File: src/rtl/lcb_rx_commutator.sv
//==============================================================================
// Module   : lcb_rx_commutator
// Brief    : N-channel LCB receive commutator. Per-channel packet buffers are
//            drained round-robin as an 8-bit ready/valid stream.
//            Define LCB_RX_STATUS_EN to append a status beat to every packet.
// Revision : 1.0  initial release
//==============================================================================
`default_nettype none

module lcb_rx_commutator #(
    parameter int          N_CH    = 5,
    parameter int          BYTES   = 4,
    parameter logic [15:0] TIMEOUT = 16'd4000,
    parameter logic [7:0]  PAD     = 8'h00,
    localparam int         CH_W    = (N_CH > 1) ? $clog2(N_CH) : 1,
    localparam int         IDX_W   = (BYTES > 1) ? $clog2(BYTES) : 1
) (
    input  logic              clk,
    input  logic              rst,
    input  logic [N_CH*8-1:0] iData,
    input  logic [N_CH-1:0]   iValid,
    input  logic              iFrameSync,
    output logic [7:0]        oData,
    output logic [CH_W-1:0]   oChan,
    output logic [IDX_W-1:0]  oIdx,
    output logic              oLast,
    output logic              oValid,
    input  logic              iReady,
    output logic [N_CH-1:0]   oDone,
    output logic [N_CH-1:0]   oOvf
);

    localparam int CNT_W = $clog2(BYTES + 1);
`ifdef LCB_RX_STATUS_EN
    localparam int LAST_BEAT = BYTES;
`else
    localparam int LAST_BEAT = BYTES - 1;
`endif

    typedef enum logic [1:0] {CH_FILL = 2'd0, CH_READY = 2'd1, CH_DRAIN = 2'd2} ch_state_t;
    typedef enum logic [1:0] {A_IDLE = 2'd0, A_LOAD = 2'd1, A_STREAM = 2'd2} arb_state_t;

    ch_state_t [N_CH-1:0]            st_q, st_d;
    logic [N_CH-1:0][CNT_W-1:0]      cnt_q, cnt_d;
    logic [N_CH-1:0][15:0]           tmr_q, tmr_d;
    logic [N_CH-1:0]                 short_q, short_d;
    logic [N_CH-1:0]                 ovf_q, ovf_d;
    logic [N_CH-1:0]                 done_q, done_d;
    logic [N_CH-1:0][BYTES-1:0][7:0] buf_q, buf_d;

    arb_state_t       arb_q, arb_d;
    logic [CH_W-1:0]  gnt_q, gnt_d;
    logic [CH_W-1:0]  rr_q, rr_d;
    logic [CNT_W-1:0] beat_q, beat_d;
    logic [7:0]       data_q, data_d;
    logic [CH_W-1:0]  chan_q, chan_d;
    logic [IDX_W-1:0] idx_q, idx_d;
    logic             last_q, last_d;
    logic             vld_q, vld_d;

    logic             w_any;
    logic [CH_W-1:0]  w_pick;
    logic             w_grant;
    logic             w_fin;
    logic [CNT_W-1:0] w_nbeat;
    logic [7:0]       w_ndata;
    logic [IDX_W-1:0] w_nidx;
    logic             w_nlast;

    // Round-robin search: first READY channel at or after rr, wrapping.
    always_comb begin
        int c;
        w_any  = 1'b0;
        w_pick = '0;
        c      = 0;
        for (int i = 0; i < N_CH; i++) begin
            c = int'(rr_q) + i;
            if (c >= N_CH) c = c - N_CH;
            if (!w_any && st_q[c] == CH_READY) begin
                w_any  = 1'b1;
                w_pick = CH_W'(c);
            end
        end
    end

    always_comb begin
        logic [CNT_W-1:0] base;
        st_d    = st_q;
        cnt_d   = cnt_q;
        tmr_d   = tmr_q;
        short_d = short_q;
        ovf_d   = ovf_q;
        buf_d   = buf_q;
        done_d  = '0;
        base    = '0;
        for (int k = 0; k < N_CH; k++) begin
            case (st_q[k])
                CH_FILL: begin
                    // Frame sync restarts the packet before any same-cycle byte lands.
                    base = iFrameSync ? '0 : cnt_q[k];
                    if (iFrameSync) begin
                        cnt_d[k]   = '0;
                        tmr_d[k]   = '0;
                        short_d[k] = 1'b0;
                    end
                    if (iValid[k]) begin
                        buf_d[k][base[IDX_W-1:0]] = iData[8*k +: 8];
                        cnt_d[k] = base + CNT_W'(1);
                        tmr_d[k] = '0;
                        if (int'(base) + 1 == BYTES) begin
                            st_d[k]   = CH_READY;
                            done_d[k] = 1'b1;
                        end
                    end else if (!iFrameSync && cnt_q[k] != '0) begin
                        if (TIMEOUT != 16'd0 && tmr_q[k] == TIMEOUT - 16'd1) begin
                            st_d[k]    = CH_READY;
                            short_d[k] = 1'b1;
                            done_d[k]  = 1'b1;
                        end else if (tmr_q[k] != 16'hFFFF) begin
                            tmr_d[k] = tmr_q[k] + 16'd1;
                        end
                    end
                end
                CH_READY: begin
                    if (iValid[k]) ovf_d[k] = 1'b1;
                    if (w_grant && int'(w_pick) == k) st_d[k] = CH_DRAIN;
                end
                CH_DRAIN: begin
                    if (w_fin && int'(gnt_q) == k) begin
                        st_d[k]    = CH_FILL;
                        cnt_d[k]   = '0;
                        tmr_d[k]   = '0;
                        short_d[k] = 1'b0;
`ifdef LCB_RX_STATUS_EN
                        ovf_d[k]   = 1'b0;
`endif
                    end
                    if (iValid[k]) ovf_d[k] = 1'b1;
                end
                default: st_d[k] = CH_FILL;
            endcase
        end
    end

    // Next beat contents: buffered byte, pad for a short packet, or status.
    always_comb begin
        w_nbeat = (arb_q == A_LOAD) ? '0 : beat_q + CNT_W'(1);
        w_ndata = PAD;
        if (int'(w_nbeat) < BYTES) begin
            if (w_nbeat < cnt_q[gnt_q]) w_ndata = buf_q[gnt_q][w_nbeat[IDX_W-1:0]];
        end else begin
            w_ndata = {short_q[gnt_q], ovf_q[gnt_q], 6'(cnt_q[gnt_q])};
        end
        w_nidx  = (int'(w_nbeat) < BYTES) ? w_nbeat[IDX_W-1:0] : IDX_W'(BYTES - 1);
        w_nlast = (int'(w_nbeat) == LAST_BEAT);
    end

    always_comb begin
        arb_d   = arb_q;
        gnt_d   = gnt_q;
        rr_d    = rr_q;
        beat_d  = beat_q;
        vld_d   = vld_q;
        data_d  = data_q;
        chan_d  = chan_q;
        idx_d   = idx_q;
        last_d  = last_q;
        w_grant = 1'b0;
        w_fin   = 1'b0;
        case (arb_q)
            A_IDLE: begin
                if (w_any) begin
                    w_grant = 1'b1;
                    gnt_d   = w_pick;
                    arb_d   = A_LOAD;
                end
            end
            A_LOAD: begin
                vld_d  = 1'b1;
                beat_d = w_nbeat;
                data_d = w_ndata;
                chan_d = gnt_q;
                idx_d  = w_nidx;
                last_d = w_nlast;
                arb_d  = A_STREAM;
            end
            A_STREAM: begin
                if (vld_q && iReady) begin
                    if (last_q) begin
                        vld_d = 1'b0;
                        w_fin = 1'b1;
                        rr_d  = (int'(gnt_q) == N_CH - 1) ? '0 : gnt_q + CH_W'(1);
                        arb_d = A_IDLE;
                    end else begin
                        beat_d = w_nbeat;
                        data_d = w_ndata;
                        idx_d  = w_nidx;
                        last_d = w_nlast;
                    end
                end
            end
            default: arb_d = A_IDLE;
        endcase
    end

    always_ff @(posedge clk or negedge rst) begin
        if (!rst) begin
            st_q    <= {N_CH{CH_FILL}};
            cnt_q   <= '0;
            tmr_q   <= '0;
            short_q <= '0;
            ovf_q   <= '0;
            done_q  <= '0;
            buf_q   <= '0;
            arb_q   <= A_IDLE;
            gnt_q   <= '0;
            rr_q    <= '0;
            beat_q  <= '0;
            vld_q   <= 1'b0;
            data_q  <= '0;
            chan_q  <= '0;
            idx_q   <= '0;
            last_q  <= 1'b0;
        end else begin
            st_q    <= st_d;
            cnt_q   <= cnt_d;
            tmr_q   <= tmr_d;
            short_q <= short_d;
            ovf_q   <= ovf_d;
            done_q  <= done_d;
            buf_q   <= buf_d;
            arb_q   <= arb_d;
            gnt_q   <= gnt_d;
            rr_q    <= rr_d;
            beat_q  <= beat_d;
            vld_q   <= vld_d;
            data_q  <= data_d;
            chan_q  <= chan_d;
            idx_q   <= idx_d;
            last_q  <= last_d;
        end
    end

    assign oData  = data_q;
    assign oChan  = chan_q;
    assign oIdx   = idx_q;
    assign oLast  = last_q;
    assign oValid = vld_q;
    assign oDone  = done_q;
    assign oOvf   = ovf_q;

endmodule

`default_nettype wire

File: config.mk
export PLATFORM = sky130hd
export DESIGN_NAME = lcb_rx_commutator
export DESIGN_NICKNAME = d
export VERILOG_FILES = /design/src/rtl/lcb_rx_commutator.sv
export SDC_FILE = /design/constraint.sdc
export NUM_CORES = 1
export LEC_CHECK = 0
export CAP_MARGIN = 10
export CORE_ASPECT_RATIO = 0.8
export CORE_UTILIZATION = 50
export DETAILED_ROUTE_END_ITERATION = 16
export PLACE_DENSITY = 0.73
export REMOVE_ABC_BUFFERS = 1
export SLEW_MARGIN = 5
export SYNTH_ARGS = -nofsm -noshare
export SYNTH_HDL_FRONTEND = slang
export SYNTH_SLANG_ARGS = --single-unit
File: constraint.sdc
create_clock -name clk -period 7 [get_ports clk]
set_input_delay 0.7 -clock clk [delete_from_list [all_inputs] [get_ports clk]]
set_output_delay 0.7 -clock clk [all_outputs]
set_load 0.1 [all_outputs]
* After elaboration in Yosys (flattened, before gate mapping)
Index checks and enable logic that the tools add are counted.
** Operators by class
- Add/subtract/negate cells :: 26
- Order comparisons :: 24
- Reduce and logical (&&, ||, !) cells :: 80
- Equal/unequal tests :: 70
- Muxes and demuxes :: 229
** Operator list (number)
- $mux W16 :: 30
- $mux W32 :: 6
- $bwmux W32 :: 5
- $lt A32 B5 Y1 const B :: 5
- $pmux W16 S2 :: 5
- $bmux W32 S3 :: 1
- $mux W2 :: 46
- $add A16 B1 Y16 const B :: 5
- $demux W8 S2 :: 5
- $eq A16 B12 Y1 const B :: 5
- $mux W8 :: 10
- $ne A16 B16 Y1 const B :: 5
- $mux W3 :: 25
- $mux W1 :: 66
- $ne A3 B3 Y1 const B :: 15
- $pmux W2 S3 :: 6
- $pmux W3 S2 :: 6
- $reduce_and A2 Y1 :: 17
- $bmux W2 S3 :: 5
- $ne A2 B2 Y1 const B :: 14
- $logic_and A1 B1 Y1 :: 25
- $reduce_and A5 Y1 :: 5
- $add A3 B1 Y4 const B :: 6
- $eq A2 B1 Y1 const B :: 11
- other kinds (29) :: 100
** Storage, ports and cells
- Output and inout bits :: 25
- Word-level logic and storage cells :: 484
- Input port bits :: 49
- Register bits :: 306

* Logic depth before layout (Yosys ltp)
- Depth after elaboration :: 24
- Depth in mapped cells :: 17

* Least setup slack after synthesis
Ideal clock, no wire load.
- Path type :: register to register
- Start point :: reg rr_q[0]
- End point :: reg st_q[0] in the netlist's numbering
- Data required time :: 6.874 ns
- Cell stages (with the launch flop) :: 18
- Path slack :: 3.154 ns
- Library setup time :: 0.126 ns
- Arrival :: 3.720 ns
- Cell sequence :: dfrtp_1 -> buf_2 -> buf_4 -> inv_2 -> ha_1 -> inv_1 -> ha_1 -> clkbuf_1 -> a211o_1 -> a211oi_1 -> a31oi_1 -> a32o_1 -> o21bai_2 -> o21ai_0 -> a2bb2oi_1 -> o32a_4 -> o31a_1 -> o32a_1
** On the way
- Cells in the longest elaborated chain, start to end :: 24
** RTL lines
- start, declared :: line 53 : logic [CH_W-1:0] rr_q, rr_d;
- start signal, assigned :: line 234 : rr_q <= rr_d;
- parallel branches: the longest is 21 deep, another holds $sub A4 B3 Y5
- $logic_and A1 B1 Y1 * :: line 126 : if (w_grant && int'(w_pick) == k) st_d[k] = CH_DRAIN;
- $ne A2 B2 Y1 (no source line) *
- $reduce_and A5 Y1 (no source line) *
- end signal, assigned :: line 208 : st_q <= {N_CH{CH_FILL}};
- end signal, assigned :: line 225 : st_q <= st_d;
- end, declared :: line 43 : ch_state_t [N_CH-1:0] st_q, st_d;
Mark *: on every way between the ends. The select of a mux whose other input is x is not followed.
A chain may end at the register's enable or synchronous reset.

* Worst setup path after layout
- Start point :: reg rr_q[2]
- End point :: reg st_q[0] in the netlist's numbering
Same word-level chain as after synthesis.

==> impl_metrics.prom <==
# TYPE chip_impl_metric gauge
chip_impl_metric{name="final_layout_size_suffix_gt1_share",unit="%"} 17.0
chip_impl_metric{name="post_cts_setup_repair_bufs",unit=""} 0
chip_impl_metric{name="die_width",unit="um"} 209
chip_impl_metric{name="vias",unit=""} 13400
chip_impl_metric{name="clkPwrFrac",unit="%"} 22.3
chip_impl_info{name="hp-class",value="primary input to asynchronous set/reset pin"} 1
chip_impl_metric{name="initial_utilization",unit="%"} 50.8
chip_impl_metric{name="path_max_fanout",unit=""} 16
chip_impl_metric{name="seq_power_share",unit="%"} 33.9
chip_impl_info{name="worstSetupPathType",value="register to register"} 1
chip_impl_metric{name="timing.final.ws_setup",unit="ps"} 2680
chip_impl_metric{name="synthDominantCellAreaShare",unit="%"} 44.7
chip_impl_metric{name="share_comb_of_total_power",unit="%"} 43.9
chip_impl_info{name="result_of_the_run",value="finished clean"} 1
chip_impl_info{name="grt_setup_unrepaired",value="no"} 1
chip_impl_info{name="post-synth-top-area-cell",value="sky130_fd_sc_hd__dfrtp_1"} 1
chip_impl_metric{name="port_buffers",unit=""} 73
chip_impl_info{name="critical_path.cell_chain",value="inv_1 -> ha_1 -> a211oi_1 -> mux2i_1 -> mux2_2 -> o21ai_1 -> o21ai_1 -> nand2b_1 -> o32a_4 -> o31a_1 -> o32a_1"} 1
chip_impl_metric{name="layout_min_cycle_time",unit="ps"} 4320
chip_impl_metric{name="synth_cell_types",unit=""} 85
chip_impl_info{name="postSynth.topFlopCell",value="sky130_fd_sc_hd__dfrtp_1"} 1
chip_impl_info{name="critPathLaunchType",value="register"} 1
chip_impl_metric{name="arrival",unit="ps"} 4790
chip_impl_info{name="ys_top_cells_by_area",value="sky130_fd_sc_hd__dfrtp_1 (45%), sky130_fd_sc_hd__mux2_2 (11%), sky130_fd_sc_hd__mux4_2 (5.0%), sky130_fd_sc_hd__ha_1 (4.8%), sky130_fd_sc_hd__o21ai_0 (4.6%)"} 1
chip_impl_metric{name="postSynthRegisterBits",unit=""} 306
chip_impl_metric{name="power.switching",unit="mW"} 3.03
chip_impl_metric{name="max-clock-path-buffers",unit=""} 3
chip_impl_metric{name="power_leakage",unit="nW"} 8.24
chip_impl_metric{name="slowest_delay",unit="ps"} 730
chip_impl_metric{name="post_cts_resized",unit=""} 0
chip_impl_metric{name="power_report.internal_total",unit="mW"} 4.56
chip_impl_metric{name="avg_cell_area_syn",unit="sq um"} 10.5
chip_impl_metric{name="viasPerCell",unit=""} 6.25
chip_impl_info{name="clock_tree.root_cell",value="sky130_fd_sc_hd__clkbuf_16"} 1
chip_impl_info{name="cp_common_cell",value="sky130_fd_sc_hd__o21ai_1"} 1
chip_impl_metric{name="top_level_ports",unit=""} 74
chip_impl_metric{name="largest_net_degree_at_the_start_of_global_routing",unit=""} 128
chip_impl_metric{name="final.period_utilization",unit="%"} 61.7
chip_impl_metric{name="floorplan.rows",unit=""} 60
chip_impl_metric{name="synth.yosys.seq_area_share",unit="%"} 44.7
chip_impl_metric{name="fp.dieH",unit="um"} 168
chip_impl_metric{name="grt_antenna_before_repair",unit=""} 0
chip_impl_metric{name="htree_levels",unit=""} 1
chip_impl_metric{name="final_max_slew_viol_count",unit=""} 0
chip_impl_info{name="crit-reg2reg-launch",value="rr_q[2]"} 1
chip_impl_metric{name="grt-ovfl-total",unit=""} 0
chip_impl_metric{name="critical_path_required",unit="ps"} 7470
chip_impl_metric{name="number_of_buffers_inserted_for_hold_repair_after_clock_tree_synthesis",unit=""} 0
chip_impl_metric{name="share_of_flip_flops_with_an_asynchronous_set_or_reset_after_synthesis",unit="%"} 100
chip_impl_metric{name="totalNegativeSetupSlack",unit="ps"} 0
chip_impl_metric{name="globalRouteTotalUtil",unit="%"} 25.0
chip_impl_info{name="setup.worst_path.end_class",value="register"} 1
chip_impl_metric{name="power.density_cell_area",unit="mW/mm^2"} 394
chip_impl_metric{name="cts_num_sinks",unit=""} 306
chip_impl_metric{name="clkLatencyLatePin",unit="ps"} 590
chip_impl_info{name="regToRegEndpoint",value="st_q[0]"} 1
chip_impl_metric{name="worst_ir_drop_vdd",unit="uV"} 259
chip_impl_metric{name="fmax",unit="MHz"} 231
chip_impl_metric{name="core-area",unit="sq mm"} 0.0337
chip_impl_metric{name="area_delta_synth_final",unit="%"} 12.6
chip_impl_metric{name="final_worst_clock_skew",unit="ps"} 13.3
chip_impl_metric{name="placement.setup.worst_slack",unit="ps"} 2770
chip_impl_metric{name="design.die.area",unit="sq mm"} 0.0350
chip_impl_metric{name="num-nets-final",unit=""} 1799
chip_impl_metric{name="drv_cap",unit=""} 0
chip_impl_metric{name="drc_errors",unit=""} 0
chip_impl_metric{name="gp_congestion",unit=""} 0.875
chip_impl_metric{name="netlist_instances",unit=""} 1636
chip_impl_metric{name="netlist_area",unit="sq mm"} 0.0171
chip_impl_metric{name="antenna_diode_count",unit=""} 0
chip_impl_info{name="crit_slowest_cell",value="sky130_fd_sc_hd__dfrtp_1"} 1
chip_impl_metric{name="wl_per_cell",unit="um"} 20.3
chip_impl_metric{name="drt.antenna.violating_nets",unit=""} 0
chip_impl_metric{name="setup_viol",unit=""} 0
chip_impl_metric{name="reg_clk_slew_reported_paths",unit="ps"} 60
chip_impl_metric{name="drt_wl_total",unit="um"} 43600
chip_impl_metric{name="firstDrtPassIters",unit=""} 5
chip_impl_metric{name="worst-slew-pin-transition",unit="ps"} 1110
chip_impl_metric{name="number_of_cells_on_the_worst_reg_to_reg_path",unit=""} 11
chip_impl_info{name="clock_tree_from_tritoncts",value="done"} 1
chip_impl_metric{name="tritoncts.num_buffers",unit=""} 31
chip_impl_metric{name="hold_viol_final",unit=""} 0
chip_impl_metric{name="fillers",unit=""} 2802
chip_impl_metric{name="synth-warning-count",unit=""} 0
chip_impl_metric{name="reg2reg_slack",unit="ps"} 2680
chip_impl_metric{name="grt_pass1_wl",unit="um"} 70100
chip_impl_metric{name="first_global_vias",unit=""} 12700
chip_impl_metric{name="detailedRoute.firstIterationViolations",unit=""} 1242
chip_impl_metric{name="swShare",unit="%"} 40.0
chip_impl_metric{name="synth_enable_flop_cells",unit=""} 0
chip_impl_metric{name="relSlewSlack",unit="%"} 26.0
chip_impl_metric{name="dpl.hpwl",unit="um"} 29700
## registers in the layout, summed over array words and instances (netlist names)
signal,count
gnt_q,3
arb_q,2
beat_q,3
rr_q,3
oChan,3
oOvf,5
cnt_q,15
oData,8
tmr_q,80
st_q,10
oDone,5
buf_q,160
oLast,1
oValid,1
short_q,5
oIdx,2
## cell families (layout without fill, tap and decap cells)
logic type	after synthesis	after routing	synth area share, %
XOR/XNOR	19	19	1.02
multiplexers	222	222	17.0
AO/OA/AOI/OAI	430	430	16.0
adder cells (fa/ha/maj)	66	66	4.82
buffers and inverters	122	195	2.88
flip-flops	306	306	44.7
AND/OR/NAND/NOR	471	471	13.6
## per-stage QoR
stage          hold WS (ps)  utilization, %  area [sq um]  std cells  total power, mW
6_report                135            57.2         19300       2143             7.59
2_1_floorplan           404               -         16800       1563             4.90
5_1_grt                 331            57.2         19300       2143             8.01
3_3_place_gp            463            54.1         18200       2084             5.76
4_1_cts                 281            57.2         19300       2142             7.58
3_5_place_dp            467            54.1         18200       2084             5.87
## final cells by class
cell class                 count  area, sq um  area share [%]
inverter                      49          184           0.954
multi-input combinational   1208         8990            46.6
sequential                   306         7660            39.7
timing repair buffer          88          861            4.46
clock buffer                  44          925            4.79
clock inverter                14          123           0.636
tap                          434          543            2.82
## how the worst max path moves through the flow
stage / startpoint / end / depth (start not counted)
after floorplan: rr_q[0] / st_q[0] / 12
after global placement: rr_q[1] / st_q[0] / 11
after detailed placement: rr_q[2] / st_q[0] / 11
after CTS: rr_q[2] / st_q[0] / 11
after global routing: rr_q[1] / st_q[0] / 12
final: rr_q[2] / st_q[0] / 11
## synth_stat cells (7+ instances only)
cell	count
sky130_fd_sc_hd__dfrtp_1	306
sky130_fd_sc_hd__mux2_2	164
sky130_fd_sc_hd__nand2_1	158
sky130_fd_sc_hd__o21ai_0	158
sky130_fd_sc_hd__nor2_1	71
sky130_fd_sc_hd__ha_1	66
sky130_fd_sc_hd__a21oi_1	62
sky130_fd_sc_hd__nand3_1	59
sky130_fd_sc_hd__clkbuf_1	54
sky130_fd_sc_hd__inv_1	46
sky130_fd_sc_hd__a31oi_1	39
sky130_fd_sc_hd__mux4_2	38
sky130_fd_sc_hd__nor3_1	32
sky130_fd_sc_hd__o31ai_1	31
sky130_fd_sc_hd__nor2b_1	28
sky130_fd_sc_hd__and3_1	26
sky130_fd_sc_hd__nand4_1	24
sky130_fd_sc_hd__a22o_1	18
sky130_fd_sc_hd__mux2i_1	18
sky130_fd_sc_hd__a211oi_1	16
sky130_fd_sc_hd__and2_1	15
sky130_fd_sc_hd__xnor2_1	13
sky130_fd_sc_hd__nor4_1	12
sky130_fd_sc_hd__a21o_1	11
sky130_fd_sc_hd__buf_1	10
sky130_fd_sc_hd__nand2b_1	10
sky130_fd_sc_hd__o21ai_1	10
sky130_fd_sc_hd__a22oi_1	9
sky130_fd_sc_hd__and4_1	8
sky130_fd_sc_hd__a32oi_1	7
## per-layer routing
| metal | global-route usage (%) | share of wire (%) | vias to the layer above |
|---|---|---|---|
| met5 | 0 | 0 | - |
| met4 | 5.50 | 1.9 | 0 |
| met3 | 4.39 | 6.4 | 69 |
| met2 | 38.4 | 46 | 413 |
| met1 | 37.1 | 46 | 6715 |
| li1 | - | - | 6189 |
## critical path: cells and delay by family (launching register included)
kind,cells,cell delay (ps)
compound gates,6,1710
fa+ha+maj,1,400
buf+inv,1,160
flops,1,730
mux,2,900
simple gates,1,320
## layout by cell type, fill, tap and decap left out, types with 11 or more instances in the layout
cell,n
sky130_fd_sc_hd__nand4_1,24
sky130_fd_sc_hd__ha_1,66
sky130_fd_sc_hd__a21oi_1,62
sky130_fd_sc_hd__a21o_1,11
sky130_fd_sc_hd__clkbuf_16,31
sky130_fd_sc_hd__nor2_1,70
sky130_fd_sc_hd__mux4_2,38
sky130_fd_sc_hd__a22o_1,18
sky130_fd_sc_hd__inv_1,46
sky130_fd_sc_hd__o21ai_0,158
sky130_fd_sc_hd__and2_1,15
sky130_fd_sc_hd__nor3_1,31
sky130_fd_sc_hd__mux2_2,164
sky130_fd_sc_hd__and3_1,26
sky130_fd_sc_hd__a31oi_1,39
sky130_fd_sc_hd__nor2b_1,28
sky130_fd_sc_hd__dfrtp_1,305
sky130_fd_sc_hd__nor4_1,12
sky130_fd_sc_hd__o31ai_1,31
sky130_fd_sc_hd__buf_4,13
sky130_fd_sc_hd__clkdlybuf4s50_1,72
sky130_fd_sc_hd__mux2i_1,18
sky130_fd_sc_hd__nand3_1,59
sky130_fd_sc_hd__a211oi_1,16
sky130_fd_sc_hd__xnor2_1,13
sky130_fd_sc_hd__nand2_1,158
## power by group through the flow
stage	Clock [mW]	Combinational, mW	Sequential (mW)
finish	1.69	3.33	2.57
detailed placement	0	3.27	2.59
floorplan	0	2.09	2.82
global route	1.79	3.60	2.63
global placement	0	3.20	2.56
CTS	1.72	3.30	2.56
Note: power is estimated with default switching activity, not from simulation.
